File: config.mk
export PLATFORM = sky130hd
export DESIGN_NAME = mux_4to1_n_flat
export DESIGN_NICKNAME = d
export VERILOG_FILES = /design/src/rtl/mux_pkg.sv /design/src/rtl/mux_4to1_n_if.sv /design/src/rtl/mux_4to1_n.sv /design/src/flat_wrapper.sv
export SDC_FILE = /design/constraint.sdc
export NUM_CORES = 1
export LEC_CHECK = 0
export ABC_AREA = 0
export BUFFER_PORTS_ARGS = -buffer_cell sky130_fd_sc_hd__clkbuf_2
export CAP_MARGIN = 20
export CORE_AREA = 2 2 39 41
export CTS_CLUSTER_DIAMETER = 120
export CTS_CLUSTER_SIZE = 30
export DETAILED_ROUTE_END_ITERATION = 6
export DIE_AREA = 0 0 41 43
export MAX_ROUTING_LAYER = met4
export PLACE_DENSITY_LB_ADDON = 0.08
export REMOVE_ABC_BUFFERS = 1
export SYNTH_ARGS = -nofsm -noshare
export SYNTH_HDL_FRONTEND = slang
export SYNTH_SLANG_ARGS = --single-unit
File: constraint.sdc
create_clock -name clk -period 2.1 [get_ports clk]
set_input_delay 0.105 -clock clk [delete_from_list [all_inputs] [get_ports clk]]
set_output_delay 0.105 -clock clk [all_outputs]
set_load 0.01 [all_outputs]
File: src/rtl/mux_pkg.sv
// Shared select encoding for the 4:1 datapath mux.
// Callers drive sel with these names and the decode matches on them.
// No logic lives here, only types.
package mux_pkg;

  typedef enum logic [1:0] {
    SEL_D0 = 2'b00,
    SEL_D1 = 2'b01,
    SEL_D2 = 2'b10,
    SEL_D3 = 2'b11
  } mux_sel_t;

endpackage : mux_pkg

File: src/rtl/mux_4to1_n_if.sv
// Bundle of the mux data/select inputs and both outputs.
// master drives data and select; slave (the mux) drives y and y_q.
// No handshake: the bundle carries plain data every cycle.
interface mux_4to1_n_if #(
  parameter int N = 4
);
  import mux_pkg::*;

  logic [N-1:0] d0;
  logic [N-1:0] d1;
  logic [N-1:0] d2;
  logic [N-1:0] d3;
  mux_sel_t     sel;
  logic [N-1:0] y;
  logic [N-1:0] y_q;

  modport master (
    output d0, d1, d2, d3, sel,
    input  y, y_q
  );

  modport slave (
    input  d0, d1, d2, d3, sel,
    output y, y_q
  );

endinterface : mux_4to1_n_if

File: src/rtl/mux_4to1_n.sv
// N-bit 4:1 mux: y is combinational (zero latency), y_q registers y.
// y_q is exactly one cycle behind y; sync active-high rst clears y_q only.
// No backpressure: inputs are consumed every cycle.
module mux_4to1_n
  import mux_pkg::*;
#(
  parameter int N = 4
) (
  input  logic          clk,
  input  logic          rst,
  mux_4to1_n_if.slave   bus
);

  // A zero-width mux has no meaning; stop elaboration rather than build one.
  generate
    if (N < 1) begin : g_bad_width
      $error("mux_4to1_n: N must be >= 1");
    end
  endgenerate

  logic [N-1:0] y_sel;

  // Decode the select code; the default arm is only reachable with X/Z on sel.
  always_comb begin
    y_sel = '0;
    case (bus.sel)
      SEL_D0:  y_sel = bus.d0;
      SEL_D1:  y_sel = bus.d1;
      SEL_D2:  y_sel = bus.d2;
      SEL_D3:  y_sel = bus.d3;
      default: y_sel = '0;
    endcase
  end

  assign bus.y = y_sel;

  // Registered copy of the selection; reset clears it without touching y.
  always_ff @(posedge clk) begin
    if (rst) begin
      bus.y_q <= '0;
    end else begin
      bus.y_q <= y_sel;
    end
  end

endmodule : mux_4to1_n

File: src/flat_wrapper.sv
// flat-port wrapper written by rule: the top's interface ports become plain ports
module mux_4to1_n_flat import mux_pkg::*;
#(
  parameter int N = 4
)
  (clk, rst, bus_d0, bus_d1, bus_d2, bus_d3, bus_sel, bus_y, bus_y_q);
  mux_4to1_n_if #(.N(N)) bus_i ();
  input  logic clk;
  input  logic rst;
  input wire logic [$bits(bus_i.d0)-1:0] bus_d0;
  input wire logic [$bits(bus_i.d1)-1:0] bus_d1;
  input wire logic [$bits(bus_i.d2)-1:0] bus_d2;
  input wire logic [$bits(bus_i.d3)-1:0] bus_d3;
  input wire logic [$bits(bus_i.sel)-1:0] bus_sel;
  output wire logic [$bits(bus_i.y)-1:0] bus_y;
  output wire logic [$bits(bus_i.y_q)-1:0] bus_y_q;
  assign bus_i.d0 = bus_d0;
  assign bus_i.d1 = bus_d1;
  assign bus_i.d2 = bus_d2;
  assign bus_i.d3 = bus_d3;
  assign bus_i.sel = bus_sel;
  assign bus_y = bus_i.y;
  assign bus_y_q = bus_i.y_q;
  mux_4to1_n #(.N(N)) u_core (.clk(clk), .rst(rst), .bus(bus_i));
endmodule
==> flow_metrics.env <==
export IMPL_outcome="finished clean"
export IMPL_worstPathCellList="clkbuf_2, mux4_2, clkbuf_2"
export IMPL_clkPwrFrac_pct=38.4
export IMPL_num_antenna_cells=0
export IMPL_power_leakage_nw=0.209
export IMPL_drtIter0Drc=1
export IMPL_wl_per_cell_um=10.5
export IMPL_maxSlewHeadroom_pct=90.2
export IMPL_required_ns=2.00
export IMPL_synth_cell_type_count=4
export IMPL_grt_pass1_wl_um=945
export IMPL_crit_top_cell="clkbuf_2"
export IMPL_fin_crit_ns=1.06
export IMPL_hpwl_um=572
export IMPL_dpl_instance_area_um2=362
export IMPL_wl_met1_um=152
export IMPL_pre_cts_ws_ns=1.01
export IMPL_min_from="rst"
export IMPL_p_int_mw=0.185
export IMPL_numCtsBuffers=3
export IMPL_yosysWarnings=0
export IMPL_cts_root_buf="clkbuf_4"
export IMPL_synth_seq_cells=4
export IMPL_fp_row_count=14
export IMPL_first_pass_iters=2
export IMPL_final_setup_tns_ns=0
export IMPL_clockBufferDepth=2
export IMPL_dieArea_um2=1760
export IMPL_max_clock_freq_mhz=941
export IMPL_drive_gt1_share_pct=83.3
export IMPL_viasPerCell=3.81
export IMPL_core_area_um2=1380
export IMPL_antenna_found_initial=0
export IMPL_top_layer="met3"
export IMPL_routed_wl_met3_um=78
export IMPL_place_congestion=0.634
export IMPL_start_util_pct=14.9
export IMPL_syn_inst=12
export IMPL_holdPathEnd="u_core.bus.y_q[3]"
export IMPL_grt_overflow_total=0
export IMPL_die_h_um=43
export IMPL_synthesis_area_um2=206
export IMPL_holdPathStages=2
export IMPL_drc=0
export IMPL_ios=28
export IMPL_crit_path_max_incr_delay_ns=0.54
export IMPL_wl_met2_um=378
export IMPL_seq_power_share_pct=35.1
export IMPL_fin_ws_ns=1.04
export IMPL_finalSetupViolCount=0
export IMPL_holdCritPathClass="in -> reg"
export IMPL_area_growth_pct=86.1
export IMPL_critPathMaxFanout=4
export IMPL_ant_nets=0
export IMPL_p_sw_mw=0.0546
export IMPL_slowest_stage="mux4_2"
export IMPL_slew_violations=0
export IMPL_fin_util_pct=27.8
export IMPL_worstSetupPathType="in -> out"
export IMPL_vias=221
export IMPL_numClockSinks=4
export IMPL_maxCapViolations=0
export IMPL_grt_setup_unrepaired="no"
export IMPL_finish_instance_area_um2=384
export IMPL_cp_start_kind="input port"
export IMPL_ir_drop_v=0.000104
export IMPL_fin_crit_sh_pct=50.6
export IMPL_worst_pin_slew_ns=0.146
export IMPL_p_per_area_nw_per_um2=623
export IMPL_post_cts_resized=0
export IMPL_grt_total_usage_pct=9.01
export IMPL_ctsHoldBuffers=0
export IMPL_dieWidth_um=41
export IMPL_cts_tree="done"
export IMPL_largest_register_ffs=4
export IMPL_finalHoldViolCount=0
export IMPL_cp_end_kind="primary output"
export IMPL_routed_wl_um=609
export IMPL_grt_pass1_vias=242
export IMPL_clk_pin_slew_ns=0.04
export IMPL_ys_seq_area_share_pct=38.8
export IMPL_top_regs="u_core.bus.y_q x4"
export IMPL_arrival_ns=0.96
export IMPL_grt_max_degree=5
export IMPL_port_buffers=27
export IMPL_combinationalPowerShare_pct=26.6
export IMPL_fin_nets=64
export IMPL_syn_area_per_cell_um2=17.2
export IMPL_post_cts_buffers=0
export IMPL_regMostFlops="u_core.bus.y_q"
export IMPL_cts_max_level=1
export IMPL_swShare_pct=22.8
[worst max-delay path, delay by kind of cell]
kind / cells / cell delay [ns]
mux: 1 / 0.54
buf+inv: 2 / 0.31
[cells in the final DEF (no fill, tap or decap)]
cell type / count
clkbuf_2: 27
and2b_1: 3
mux4_2: 4
clkbuf_4: 3
nor2b_4: 1
dfxtp_1: 4
[metal layers]
metal / vias up / track usage [%]
met4: 0 / 10.0
met2: 16 / 16.3
met3: 0 / 1.57
li1: 108 / -
met5: - / -
met1: 97 / 5.57
[per-stage QoR]
stage / instances / power (mW) / hold slack (ns)
floorplan: 12 / 0.114 / 0.169
global placement: 55 / 0.148 / 0.329
detailed placement: 55 / 0.150 / 0.332
CTS: 58 / 0.248 / 0.0837
global route: 58 / 0.257 / 0.0983
finish: 58 / 0.239 / 0.0901
[logic make-up after synthesis]
logic type    count (synthesis)  share of synthesized area (%)
mux                           4                           43.6
flops                         4                           38.8
simple gates                  4                           17.6
[area by class of cell]
| cell class | instances | area [µm²] |
|---|---|---|
| fill | 150 | 1000 |
| timing repair buffer | 27 | 135 |
| multi-input combinational | 8 | 126 |
| sequential | 4 | 80.1 |
| clock buffer | 3 | 22.5 |
| tap | 16 | 20.0 |
[power groups by stage]
stage	logic, mW	clock network [mW]	registers (mW)
2_1_floorplan	0.0259	0	0.0885
3_3_place_gp	0.0634	0	0.0849
3_5_place_dp	0.0651	0	0.0852
4_1_cts	0.0652	0.0990	0.0840
5_1_grt	0.0698	0.102	0.0845
6_report	0.0636	0.0917	0.0839
[Yosys cell counts]
| cell | number | area [µm²] |
|---|---|---|
| nor2b_4 | 1 | 13.8 |
| dfxtp_1 | 4 | 80.1 |
| mux4_2 | 4 | 90.1 |
| and2b_1 | 3 | 22.5 |
[worst max path at each step]
stage | from | to | slack (ns) | cells past startpoint
2_1_floorplan | bus_sel[0] | u_core.bus.y_q[0] | 1.19 | 2
3_3_place_gp | bus_sel[0] | u_core.bus.y_q[2] | 1.02 | 3
3_5_place_dp | bus_sel[0] | u_core.bus.y_q[2] | 1.01 | 3
4_1_cts | bus_sel[0] | bus_y[3] | 1.02 | 3
5_1_grt | bus_sel[0] | bus_y[3] | 0.98 | 3
6_report | bus_sel[0] | bus_y[3] | 1.04 | 3
Power figures use the tool's default switching activity.
